**config.mk**
```make
export PLATFORM = sky130hd
export DESIGN_NAME = multi_pwm_peripheral
export DESIGN_NICKNAME = d
export VERILOG_FILES = /design/src/rtl/multi_pwm_pkg.sv /design/src/rtl/pwm_timebase.sv /design/src/rtl/multi_pwm_peripheral.sv
export SDC_FILE = /design/constraint.sdc
export NUM_CORES = 1
export LEC_CHECK = 0
export CAP_MARGIN = 20
export CORE_MARGIN = 3
export CORE_UTILIZATION = 65
export DETAILED_ROUTE_END_ITERATION = 8
export PLACE_DENSITY = 0.83
export SLEW_MARGIN = 20
export SYNTH_ARGS = -nofsm -noshare
export SYNTH_HDL_FRONTEND = slang
export SYNTH_SLANG_ARGS = --single-unit
```
**constraint.sdc**
```tcl
create_clock -name clk -period 3.7 [get_ports clk]
set_input_delay 0.74 -clock clk [delete_from_list [all_inputs] [get_ports clk]]
set_output_delay 0.74 -clock clk [all_outputs]
set_load 0.05 [all_outputs]
```
**src/rtl/multi_pwm_pkg.sv**
```systemverilog
// Shared constants, types and helpers for the multi-channel PWM peripheral.
// Polarity registers exist only when PWM_POLARITY_EN is defined.
package multi_pwm_pkg;

    localparam int unsigned ADDR_W = 7;
    localparam int unsigned DATA_W = 8;

    typedef logic [DATA_W-1:0] duty_t;

    localparam logic [ADDR_W-1:0] ADDR_OUT_EN_BASE = 7'h00;
    localparam logic [ADDR_W-1:0] ADDR_PWM_EN_BASE = 7'h04;
    localparam logic [ADDR_W-1:0] ADDR_PRESCALE    = 7'h08;
    localparam logic [ADDR_W-1:0] ADDR_PERIOD      = 7'h09;
    localparam logic [ADDR_W-1:0] ADDR_POL_BASE    = 7'h0C;
    localparam logic [ADDR_W-1:0] ADDR_DUTY_BASE   = 7'h20;

    localparam duty_t PERIOD_RST = 8'hFF;
    localparam duty_t DUTY_FULL  = 8'hFF;
    localparam duty_t CNT_MAX    = 8'hFF;

    // Full-scale duty forces the output high even when cnt reaches 0xFF.
    function automatic logic pwm_level(input duty_t cnt, input duty_t duty);
        return (duty == DUTY_FULL) || (cnt < duty);
    endfunction

endpackage

```
**src/rtl/pwm_timebase.sv**
```systemverilog
// Shared PWM timebase: programmable prescaler feeding an 8-bit period counter.
// wrap_c marks the last tick of a period (cnt returns to 0 on the next edge).
module pwm_timebase
    import multi_pwm_pkg::*;
#(
    parameter int unsigned PRESCALE_W = 8
) (
    input  logic              clk,
    input  logic              rst_n,
    input  logic [DATA_W-1:0] prescale,
    input  logic [DATA_W-1:0] period_top,
    output duty_t             cnt,
    output logic              wrap_c
);

    logic [PRESCALE_W-1:0] presc_cnt;
    logic                  tick_c;

    assign tick_c = (presc_cnt == PRESCALE_W'(prescale));

    // A top lowered below cnt is skipped; the counter then wraps at 0xFF.
    assign wrap_c = tick_c && ((cnt == period_top) || (cnt == CNT_MAX));

    always_ff @(posedge clk or negedge rst_n) begin
        if (!rst_n) begin
            presc_cnt <= '0;
        end else if (tick_c) begin
            presc_cnt <= '0;
        end else begin
            presc_cnt <= presc_cnt + 1'b1;
        end
    end

    always_ff @(posedge clk or negedge rst_n) begin
        if (!rst_n) begin
            cnt <= '0;
        end else if (wrap_c) begin
            cnt <= '0;
        end else if (tick_c) begin
            cnt <= cnt + 1'b1;
        end
    end

endmodule

```
**src/rtl/multi_pwm_peripheral.sv**
```systemverilog
// NUM_CH-output PWM peripheral with shared timebase and period-aligned duty shadowing.
// Optional per-channel output polarity is built when PWM_POLARITY_EN is defined.
module multi_pwm_peripheral
    import multi_pwm_pkg::*;
#(
    parameter int unsigned NUM_CH     = 16,
    parameter int unsigned PRESCALE_W = 8
) (
    input  logic              clk,
    input  logic              rst_n,
    input  logic              wr_en,
    input  logic [ADDR_W-1:0] wr_addr,
    input  logic [DATA_W-1:0] wr_data,
    output logic [NUM_CH-1:0] out,
    output logic              period_start
);

    logic              out_en_wr_c;
    logic              pwm_en_wr_c;
    logic              prescale_wr_c;
    logic              period_wr_c;
    logic              duty_wr_c;
    logic [DATA_W-1:0] prescale;
    logic [DATA_W-1:0] period_top;
    duty_t             cnt;
    logic              wrap_c;

    // Byte-lane register groups decode on the upper address bits.
    assign out_en_wr_c   = wr_en && (wr_addr[6:2] == ADDR_OUT_EN_BASE[6:2]);
    assign pwm_en_wr_c   = wr_en && (wr_addr[6:2] == ADDR_PWM_EN_BASE[6:2]);
    assign prescale_wr_c = wr_en && (wr_addr == ADDR_PRESCALE);
    assign period_wr_c   = wr_en && (wr_addr == ADDR_PERIOD);
    assign duty_wr_c     = wr_en && (wr_addr[6:5] == ADDR_DUTY_BASE[6:5]);

`ifdef PWM_POLARITY_EN
    logic pol_wr_c;
    assign pol_wr_c = wr_en && (wr_addr[6:2] == ADDR_POL_BASE[6:2]);
`endif

    always_ff @(posedge clk or negedge rst_n) begin
        if (!rst_n) begin
            prescale   <= '0;
            period_top <= PERIOD_RST;
        end else begin
            if (prescale_wr_c) begin
                prescale <= wr_data;
            end
            if (period_wr_c) begin
                period_top <= wr_data;
            end
        end
    end

    pwm_timebase #(
        .PRESCALE_W (PRESCALE_W)
    ) u_timebase (
        .clk        (clk),
        .rst_n      (rst_n),
        .prescale   (prescale),
        .period_top (period_top),
        .cnt        (cnt),
        .wrap_c     (wrap_c)
    );

    // Pulse lands in the first cycle of the new period (cnt == 0).
    always_ff @(posedge clk or negedge rst_n) begin
        if (!rst_n) begin
            period_start <= 1'b0;
        end else begin
            period_start <= wrap_c;
        end
    end

    for (genvar g = 0; g < NUM_CH; g++) begin : g_ch
        localparam int unsigned BYTE_IDX = g / 8;
        localparam int unsigned BIT_IDX  = g % 8;

        logic  out_en_q;
        logic  pwm_en_q;
        duty_t duty_q;
        duty_t duty_shadow_q;
        logic  out_q;
        logic  pol_c;
        logic  pwm_c;
        logic  out_nxt_c;

`ifdef PWM_POLARITY_EN
        logic pol_q;

        always_ff @(posedge clk or negedge rst_n) begin
            if (!rst_n) begin
                pol_q <= 1'b0;
            end else if (pol_wr_c && (wr_addr[1:0] == 2'(BYTE_IDX))) begin
                pol_q <= wr_data[BIT_IDX];
            end
        end

        assign pol_c = pol_q;
`else
        assign pol_c = 1'b0;
`endif

        // Shadow copy takes the pre-write duty, so a write on the wrap edge waits a period.
        always_ff @(posedge clk or negedge rst_n) begin
            if (!rst_n) begin
                out_en_q      <= 1'b0;
                pwm_en_q      <= 1'b0;
                duty_q        <= '0;
                duty_shadow_q <= '0;
                out_q         <= 1'b0;
            end else begin
                if (out_en_wr_c && (wr_addr[1:0] == 2'(BYTE_IDX))) begin
                    out_en_q <= wr_data[BIT_IDX];
                end
                if (pwm_en_wr_c && (wr_addr[1:0] == 2'(BYTE_IDX))) begin
                    pwm_en_q <= wr_data[BIT_IDX];
                end
                if (duty_wr_c && (wr_addr[4:0] == 5'(g))) begin
                    duty_q <= wr_data;
                end
                if (wrap_c) begin
                    duty_shadow_q <= duty_q;
                end
                out_q <= out_nxt_c;
            end
        end

        assign pwm_c = pwm_level(cnt, duty_shadow_q);

        always_comb begin
            out_nxt_c = 1'b0;
            if (out_en_q) begin
                out_nxt_c = pwm_en_q ? (pwm_c ^ pol_c) : 1'b1;
            end
        end

        assign out[g] = out_q;
    end

endmodule

```
==> results of run 1 <==
-- metal layers --
| metal | vias to the layer above | share of wire (%) |
|---|---|---|
| li1 | 5021 | - |
| met1 | 5657 | 41 |
| met3 | 122 | 7.3 |
| met4 | 0 | 3.9 |
| met5 | - | 0 |
| met2 | 461 | 48 |
-- report_power, final --
part,switching [mW],internal (mW),leakage [nW]
clock,1.43,2.37,0.620
sequential,0.601,4.60,4.58
combinational,2.29,1.73,3.33
-- sequential cells by signal (all words and copies together) (netlist names) --
| signal | flops |
|---|---|
| g_ch.duty_q | 128 |
| g_ch.duty_shadow_q | 128 |
| g_ch.out_en_q | 16 |
| g_ch.out_q | 16 |
| g_ch.pwm_en_q | 16 |
| period_top | 8 |
| prescale | 8 |
| u_timebase.cnt | 8 |
| u_timebase.presc_cnt | 8 |
| period_start | 1 |
-- cell usage in the layout (no fill, tap or decap), drive strengths merged --
| cell type | Yosys | final |
|---|---|---|
| a2111oi | 13 | 13 |
| a211o | 3 | 3 |
| a211oi | 1 | 1 |
| a21o | 29 | 29 |
| a21oi | 26 | 26 |
| a2bb2oi | 1 | 1 |
| and2 | 3 | 3 |
| and2b | 1 | 1 |
| and3 | 5 | 5 |
| and3b | 1 | 1 |
| buf | 45 | 37 |
| bufinv | 0 | 6 |
| clkbuf | 37 | 50 |
| clkdlybuf4s50 | 0 | 31 |
| clkinv | 0 | 7 |
| dfrtp | 329 | 329 |
| dfstp | 8 | 8 |
| ha | 114 | 114 |
| inv | 113 | 113 |
| mux2 | 192 | 192 |
| mux2i | 3 | 3 |
| nand2 | 167 | 167 |
| nand2b | 17 | 17 |
| nand3 | 16 | 16 |
| nand4 | 35 | 35 |
| nor2 | 17 | 17 |
| nor2b | 4 | 4 |
| nor3 | 31 | 31 |
| nor3b | 2 | 2 |
| nor4 | 4 | 4 |
| nor4b | 1 | 1 |
| o2111ai | 13 | 13 |
| o21a | 4 | 4 |
| o21ai | 36 | 36 |
| o22ai | 112 | 112 |
| o31ai | 2 | 2 |
| or3 | 1 | 1 |
| xnor2 | 1 | 1 |
| xor2 | 21 | 21 |
-- worst register-to-register path, stage by stage, from the launching register on --
cell and delay (ps):
dfrtp_1 810, xor2_1 200, nor4_2 560, a21oi_4 160, nor2_4 320, buf_12 250, buf_4 230, o22ai_1 100
-- Yosys cell counts, drive strengths merged (4+ instances only) --
| cell | number |
|---|---|
| o21a | 4 |
| o22ai | 112 |
| nand2b | 17 |
| dfrtp | 329 |
| ha | 114 |
| o2111ai | 13 |
| a2111oi | 13 |
| nor2b | 4 |
| inv | 113 |
| and3 | 5 |
| a21o | 29 |
| nand4 | 35 |
| nor3 | 31 |
| buf | 45 |
| clkbuf | 37 |
| xor2 | 21 |
| nand3 | 16 |
| nor2 | 17 |
| o21ai | 36 |
| nand2 | 167 |
| dfstp | 8 |
| nor4 | 4 |
| a21oi | 26 |
| mux2 | 192 |
-- layout make-up --
| type | instances | area (sq um) | area share (%) |
|---|---|---|---|
| clock inverter | 13 | 219 | 1.22 |
| inverter | 113 | 424 | 2.35 |
| tap | 324 | 405 | 2.25 |
| clock buffer | 50 | 1030 | 5.74 |
| sequential | 337 | 8440 | 46.9 |
| timing repair buffer | 68 | 666 | 3.69 |
| multi-input combinational | 876 | 6830 | 37.9 |
-- cell families (layout without fill, tap and decap cells) --
| group | after synthesis | after routing | share of synthesized area [%] |
|---|---|---|---|
| mux | 195 | 195 | 13.6 |
| xor+xnor | 22 | 22 | 1.19 |
| simple gates | 305 | 305 | 9.02 |
| buf+inv | 195 | 244 | 5.49 |
| compound gates | 240 | 240 | 9.59 |
| flops | 337 | 337 | 52.3 |
| fa+ha+maj | 114 | 114 | 8.84 |
-- worst paths after layout --
kind	start	end	slack (ps)	cells past startpoint
max in group asynchronous	rst_n	g_ch[7].duty_shadow_q[6]$_DFFE_PN0P_	2500	2
min in group clk	g_ch[7].duty_q[0]$_DFFE_PN0P_	g_ch[7].duty_shadow_q[0]$_DFFE_PN0P_	490	1
min reg2reg	g_ch[7].duty_q[0]$_DFFE_PN0P_	g_ch[7].duty_shadow_q[0]$_DFFE_PN0P_	490	1
max reg2reg	u_timebase.cnt[0]$_DFFE_PN0P_	g_ch[11].duty_shadow_q[7]$_DFFE_PN0P_	930	7
max	u_timebase.cnt[0]$_DFFE_PN0P_	g_ch[11].duty_shadow_q[7]$_DFFE_PN0P_	930	7
min	rst_n	g_ch[14].duty_shadow_q[1]$_DFFE_PN0P_	240	1
==> results.md, run 1 <==
* CTS Sinks at 337
* DIE WIDTH at 164 um
* Worst skew pair latency at 520 ps
* Met2 usage at 50.1%
* Drt total wl at 39.1 mm
* Core area at 24,400 sq um
* Syn_nets at 1,540
* Crit path required time at 4060 ps
* Post-Syn Area per Cell at 11.5 sq um
* Remaining DRCs at 0
* Ys Warns at 0
* Filler Cells Inserted at 1,579
* Placement Setup Slack at 724 ps
* Synth area leader: dfrtp_1
* Tightest hold margin at 236 ps
* Largest cells by area after synthesis: dfrtp_1 (51%), mux2_2 (12%), ha_1 (8.8%)
* Layout cells sized above 1 at 20.1%
* Vias per cell at 6.32
* Max Cap Viol at 0
* Clock Tree Root: clkbuf_16
* Drt wl/cell at 21.9 um
* Overall routing resource usage at 29.9%
* Final setup margin at 928 ps
* Die ar. at 26,800 sq um
* Chip Height at 164 um
* Syn-to-layout area delta at 11.6%
* RSZ-0062 raised after global routing: false
* Peak Freq at 0.361 GHz
* PortBufs at 34
* DRT antenna net count at 0
* Number of setup violations in the final report at 0
* CP Max Fanout at 26
* Final Hold Fails at 0
* Cells along the critical path: xor2_1 -> nor4_2 -> a21oi_4 -> nor2_4 -> buf_12 -> buf_4 -> o22ai_1
* Yosys cell types at 47
* Static Leak at 8.53 nW
* Post-CTS Resized at 0
* VDD IR max at 0.408 mV
* Seq/Total Area, Yosys at 52.3%
* Worst Setup Path Type: register to register
* Worst-path clk slew at 60 ps
* Largest net degree at the start of global routing at 120
* Final total power at 13.0 mW
* Initial Util at 66.2%
* Layout Utilization at 73.9%
* Number of synthesized flops with an enable pin at 0
* Setup_tns at 0 ps
* Inst Count DP at 1,718
* # diodes at 0
* Syn Std Cell Area at 16,100 sq um
* Pwr/cell area at 723 nW/um^2
* Critical path launch point type: register
* Status: finished clean
* Cts bufs inserted at 36
* Fin nets at 1,564
* Max stage delay on crit path at 810 ps
* Cells after Synth at 1,408
* Vias in the first global route at 11,920
* Post-CTS Setup Inserts at 0
* Placed instance area at 16,800 sq um
* Max-slew headroom at 47.1%
* Cell area after layout at 18,000 sq um
* Post-route insts no fill at 1,781
* M1 GR Usage at 38.8%
* First-pass GRT wire length at 62.6 mm
* Worst Setup End Kind: register
* DP HPWL at 23.2 mm
* Crit path DAT at 3130 ps
* Hold-fix buffers, CTS at 0
* Remaining Overflow, GRT at 0
* Clk_skew at 11.9 ps
* Drt first pass iters at 5
* Initial antenna violation count at 0
* Buf+Inv Stages, Crit Path at 2
* Final worst-path cycle share at 74.9%
* Top cell type's share of synthesized area at 51.0%
* Most Crowded Layer GR: met2
* CP max stage cell: dfrtp_1
* Number of placement rows at 57
* GPL Wtd Cong at 0.869
* #FFs+latches synth at 337
* CTS tree: built
* Worst-margin pin slew at 793 ps
* CP top delay family: simple AND/OR/NAND/NOR gates
* Ys async rst share at 100%
* H-tree levels at 2
* Io pins at 35
* Total number of vias at 11,261
* Clk buf depth at 3
* Max-slew violations at 0
* HP Class: primary input to async pin
* Initial drt markers at 941
* Ys flop type: dfrtp_1
* Post-layout min period at 2770 ps
* Met3 usage in global routing at 5.66%
(Power assumes the default switching activity.)
==> run 2, diff against run 1 <==
--- a/config.mk
+++ b/config.mk
@@ -7,9 +7,9 @@
 export LEC_CHECK = 0
 export CAP_MARGIN = 20
 export CORE_MARGIN = 3
-export CORE_UTILIZATION = 65
+export CORE_UTILIZATION = 62
 export DETAILED_ROUTE_END_ITERATION = 8
-export PLACE_DENSITY = 0.83
+export PLACE_DENSITY = 0.8
 export SLEW_MARGIN = 20
 export SYNTH_ARGS = -nofsm -noshare
 export SYNTH_HDL_FRONTEND = slang
==> constraint.sdc (replaced) <==
create_clock -name clk -period 2.8 [get_ports clk]
set_input_delay 0.56 -clock clk [delete_from_list [all_inputs] [get_ports clk]]
set_output_delay 0.56 -clock clk [all_outputs]
set_load 0.05 [all_outputs]
==> results.md, run 2 (synthesized netlist as in run 1, its figures left out) <==
* Fin nets at 1,577
* Worst Setup Path Type: register to register
* CP max stage cell: a2111oi_0
* Remaining Overflow, GRT at 0
* Most frequent cells in the layout: dfrtp_1 (329), mux2_2 (176), nand2_1 (161)
* Status: complete, but fails checks
* Buf+Inv Stages, Crit Path at 1
* Total number of vias at 11,228
* Cells along the critical path: buf_4 -> ha_1 -> a21o_1 -> a2111oi_0 -> nor3_1 -> o21ai_0
* Drt wl/cell at 21.5 um
* Die ar. at 28,000 sq um
* Max stage delay on crit path at 550 ps
* Worst-path clk slew at 60 ps
* Crit path required time at 3190 ps
* Initial drt markers at 745
* Reg area at 8440 sq um
* Io pins at 35
* H-tree levels at 2
* Post-layout min period at 2500 ps
* CP Max Fanout at 15
* Pwr/cell area at 935 nW/um^2
* Commonest non-fill, non-tap cell in the layout: dfrtp_1
* Initial Util at 63.6%
* Static Leak at 8.55 nW
* Remaining DRCs at 0
* Max Cap Viol at 0
* Worst Setup End Kind: register
* Sequential share of power at 40.4%
* CTS tree: built
* Core area at 25,400 sq um
* Crit path DAT at 2890 ps
* DIE WIDTH at 167 um
* Clock Tree Root: clkbuf_16
* Number of placement rows at 58
* Vias in the first global route at 11,850
* Drt first pass iters at 6
* Clock group share of total power at 27.9%
* FF-to-FF End: g_ch[6].out_q$_DFF_PN0_
* Max-slew violations at 0
* Placed instance area at 16,900 sq um
* Top Registers: g_ch.duty_q x128, g_ch.duty_shadow_q x128
* Logic pwr share at 31.8%
* Hold-fix buffers, CTS at 0
* Worst r2r src: u_timebase.cnt[1]$_DFFE_PN0P_
* CP top delay family: compound AO/OA/AOI/OAI gates
* Worst skew pair latency at 520 ps
* Critical path launch point type: register
* Number of setup violations in the final report at 0
* Vias per cell at 6.24
* Syn-to-layout area delta at 11.8%
* Layout cells sized above 1 at 20.5%
* Drt total wl at 38.8 mm
* Chip Height at 167 um
* RSZ-0062 raised after global routing: false
* Worst-margin pin slew at 673 ps
* # diodes at 0
* HP Class: primary input to async pin
* Clk_skew at 11.5 ps
* Overall routing resource usage at 27.9%
* Initial antenna violation count at 2
* PortBufs at 34
* Area of the multi-input gates at 6830 sq um
* GPL Wtd Cong at 0.825
* Cell count of the worst reg-to-reg path at 6
* Layout Utilization at 71.1%
* Internal at 11.2 mW
* Post-CTS Setup Inserts at 0
* R2R setup slack at 300 ps
* Failing checks: hold timing
* Clk buf depth at 3
* Largest net degree at the start of global routing at 120
* VDD IR max at 0.664 mV
* Max-slew headroom at 55.0%
* DRT antenna net count at 0
* Tightest hold margin at -20.1 ps
* Switch share at 33.8%
* Final Hold Fails at 17
* First-pass GRT wire length at 62.5 mm
* CTS Sinks at 337
* Filler Cells Inserted at 1,747
* DP HPWL at 23.2 mm
* Final worst-path cycle share at 89.3%
* Post-CTS Resized at 0
* Peak Freq at 0.400 GHz
* Cell area after layout at 18,100 sq um
* NetSw at 5.70 mW
* Cts bufs inserted at 36
run 2: cell count changes in the layout (fill, tap and decap cells not counted), sizes merged:
cell           previous run  this run
buf                      37        48
bufinv                    6         2
clkbuf                   50        53
clkdlybuf4s50            31        33
clkinv                    7         5
clkinvlp                  0         1
inv                     113       115
run 2: routing by layer:
layer | vias to the layer above | global-route usage [%] | part of all wire [%]
li1 | 5069 | - | -
met5 | - | 0 | 0.046
met3 | 105 | 6.02 | 7.5
met2 | 435 | 46.4 | 48
met4 | 2 | 9.78 | 3.1
met1 | 5617 | 36.7 | 41
run 2: layout make-up:
type | instances | share of cell area [%]
clock buffer | 53 | 5.85
sequential | 337 | 46.8
multi-input combinational | 876 | 37.8
timing repair buffer | 81 | 4.35
inverter | 113 | 2.35
clock inverter | 10 | 0.610
tap | 330 | 2.29
run 2: power groups by stage:
stage | Combinational [mW] | Clock, mW | Sequential [mW]
after floorplan | 4.01 | 0 | 6.69
after global placement | 5.03 | 0 | 6.83
after detailed placement | 5.24 | 0 | 6.88
after CTS | 5.33 | 4.74 | 6.81
after global routing | 5.94 | 4.97 | 6.97
final | 5.36 | 4.70 | 6.82
run 2: per-stage QoR:
| stage | cells | power (mW) | TNS, ps | setup slack [ps] |
|---|---|---|---|---|
| after global placement | 1737 | 11.9 | 0 | 12.6 |
| after floorplan | 1408 | 10.7 | 0 | 711 |
| after detailed placement | 1737 | 12.1 | -13.8 | -6.25 |
| after global routing | 1800 | 17.9 | 0 | 206 |
| after CTS | 1800 | 16.9 | 0 | 379 |
| final | 1800 | 16.9 | 0 | 300 |
run 2: how the worst max path moves through the flow:
stage | start | endpoint | slack [ps] | cells after the start
after floorplan | u_timebase.cnt[5]$_DFFE_PN0P_ | g_ch[10].duty_shadow_q[0]$_DFFE_PN0P_ | 710 | 6
after global placement | wr_addr[6] | g_ch[2].duty_q[6]$_DFFE_PN0P_ | 10 | 6
after detailed placement | wr_addr[6] | g_ch[2].duty_q[5]$_DFFE_PN0P_ | -6 | 6
after CTS | u_timebase.cnt[1]$_DFFE_PN0P_ | g_ch[13].duty_shadow_q[0]$_DFFE_PN0P_ | 380 | 6
after global routing | u_timebase.cnt[1]$_DFFE_PN0P_ | g_ch[15].out_q$_DFF_PN0_ | 210 | 6
final | u_timebase.cnt[1]$_DFFE_PN0P_ | g_ch[6].out_q$_DFF_PN0_ | 300 | 6
==> run 3, diff against run 2 <==
--- a/config.mk
+++ b/config.mk
@@ -6,10 +6,9 @@
 export NUM_CORES = 1
 export LEC_CHECK = 0
 export CAP_MARGIN = 20
-export CORE_MARGIN = 3
-export CORE_UTILIZATION = 62
+export CORE_UTILIZATION = 35
 export DETAILED_ROUTE_END_ITERATION = 8
-export PLACE_DENSITY = 0.8
+export GPL_TIMING_DRIVEN = 0
 export SLEW_MARGIN = 20
 export SYNTH_ARGS = -nofsm -noshare
 export SYNTH_HDL_FRONTEND = slang
==> results.md, run 3 (synthesized netlist as in run 1, its figures left out) <==
* DIE WIDTH at 217 um
* Cells along the critical path: xor2_1 -> nor4_2 -> a21oi_2 -> buf_2 -> clkbuf_1 -> o22ai_1
* CTS tree: built
* Worst Setup Path Type: register to register
* Post-CTS Setup Inserts at 0
* Layout cells sized above 1 at 21.1%
* Static Leak at 8.71 nW
* Crit path DAT at 3070 ps
* GPL Wtd Cong at 0.839
* Vias per cell at 5.23
* Number of setup violations in the final report at 0
* Placed instance area at 17,400 sq um
* Worst Setup End Kind: register
* Buf+Inv Stages, Crit Path at 2
* Remaining DRCs at 0
* Setup_tns at 0 ps
* Final worst-path cycle share at 95.9%
* CTS Sinks at 337
* Commonest non-fill, non-tap cell in the layout: dfrtp_1
* Drt total wl at 43.2 mm
* Vias in the first global route at 11,177
* H-tree levels at 2
* Initial antenna violation count at 0
* Final Hold Fails at 0
* Most frequent cells in the layout: dfrtp_1 (322), mux2_2 (176), nand2_1 (161)
* Max-slew violations at 0
* Number of placement rows at 78
* Top Registers: g_ch.duty_q x128, g_ch.duty_shadow_q x128
* First-pass GRT wire length at 66.5 mm
* Max stage delay on crit path at 880 ps
* Syn-to-layout area delta at 16.3%
* Clock Tree Root: clkbuf_16
* Critical path launch point type: register
* Initial Util at 35.5%
* Io pins at 35
* CP top delay family: buffers and inverters
* Post-layout min period at 2680 ps
* Clk_skew at 18.5 ps
* Core area at 45,500 sq um
* Drt wl/cell at 20.4 um
* Worst-path clk slew at 60 ps
* Die ar. at 47,000 sq um
* Layout Utilization at 41.3%
* Pwr/cell area at 944 nW/um^2
* Max-slew headroom at 25.6%
* CP Max Fanout at 19
* Peak Freq at 0.373 GHz
* RSZ-0062 raised after global routing: false
* Worst-margin pin slew at 1120 ps
* Initial drt markers at 781
* PortBufs at 32
* Total number of vias at 11,068
* CP max stage cell: dfrtp_2
* Cts bufs inserted at 37
* Filler Cells Inserted at 4,376
* Largest net degree at the start of global routing at 99
* Worst skew pair latency at 530 ps
* HP Class: register to register
* Fin nets at 1,619
* Drt first pass iters at 5
* DP HPWL at 28.2 mm
* Chip Height at 217 um
* Status: finished clean
* VDD IR max at 0.414 mV
* Max Cap Viol at 0
* Overall routing resource usage at 18.8%
* Clk buf depth at 3
* DRT antenna net count at 0
* Remaining Overflow, GRT at 0
* Crit path required time at 3180 ps
* Cell area after layout at 18,800 sq um
==> run 3: worst paths after layout <==
path / startpoint / end / slack (ps) / depth (start not counted)
max: u_timebase.cnt[7]$_DFFE_PN0P_ / g_ch[3].duty_shadow_q[5]$_DFFE_PN0P_ / 120 / 6
min: g_ch[13].duty_q[0]$_DFFE_PN0P_ / g_ch[13].duty_shadow_q[0]$_DFFE_PN0P_ / 480 / 1
max reg2reg: u_timebase.cnt[7]$_DFFE_PN0P_ / g_ch[3].duty_shadow_q[5]$_DFFE_PN0P_ / 120 / 6
min reg2reg: g_ch[13].duty_q[0]$_DFFE_PN0P_ / g_ch[13].duty_shadow_q[0]$_DFFE_PN0P_ / 480 / 1
max in group asynchronous: rst_n / g_ch[2].duty_q[4]$_DFFE_PN0P_ / 880 / 4
min in group asynchronous: rst_n / g_ch[10].out_q$_DFF_PN0_ / 580 / 2
==> run 3: layout make-up <==
cell class	count	area (sq um)	area share, %
timing repair buffer	40	520	2.77
sequential	337	8460	45.1
inverter	113	424	2.26
antenna	1	2.50	0.0133
clock inverter	16	264	1.41
tap	600	751	4.00
multi-input combinational	876	6820	36.3
clock buffer	51	1070	5.71
buffer	82	463	2.47
==> run 3: worst register-to-register path, delay by kind of cell, from the launching register on <==
family | cells | cell delay [ps]
buffers and inverters | 2 | 940
DFF | 1 | 880
AOI/OAI and AO/OA | 2 | 380
xor gates and xnor gates | 1 | 230
and+or+nand+nor | 1 | 100
==> run 3: metrics by stage <==
stage / hold slack (ps) / cells / setup WS, ps / total power [mW]
after global placement: 465 / 2040 / -13500 / 12.3
after CTS: 484 / 2115 / 67.8 / 17.8
final: 480 / 2116 / 116 / 17.7
after floorplan: 264 / 1408 / 711 / 10.7
after detailed placement: 475 / 2047 / -420 / 12.4
after global routing: 491 / 2115 / 3.92 / 18.8
==> run 3: power breakdown <==
part | internal, mW | switching [mW]
Clock | 3.33 | 2.00
Sequential | 6.08 | 0.790
Combinational | 2.39 | 3.11
==> run 3: metal layers <==
| metal | track usage, % | share of wire [%] |
|---|---|---|
| met3 | 3.38 | 4.4 |
| met2 | 30.1 | 47 |
| met5 | 0 | 0 |
| met1 | 25.8 | 46 |
| met4 | 5.45 | 2.4 |
==> run 3: what timing repair did <==
action | 4_1_cts | 5_1_grt
cloned | 0 | 0
endpoints found under the hold margin | 48 | 0
resized for setup | 1 | 2
pin swaps | 0 | 0
hold buffers | 1 | 0
endpoints found under the setup margin | 10 | 39
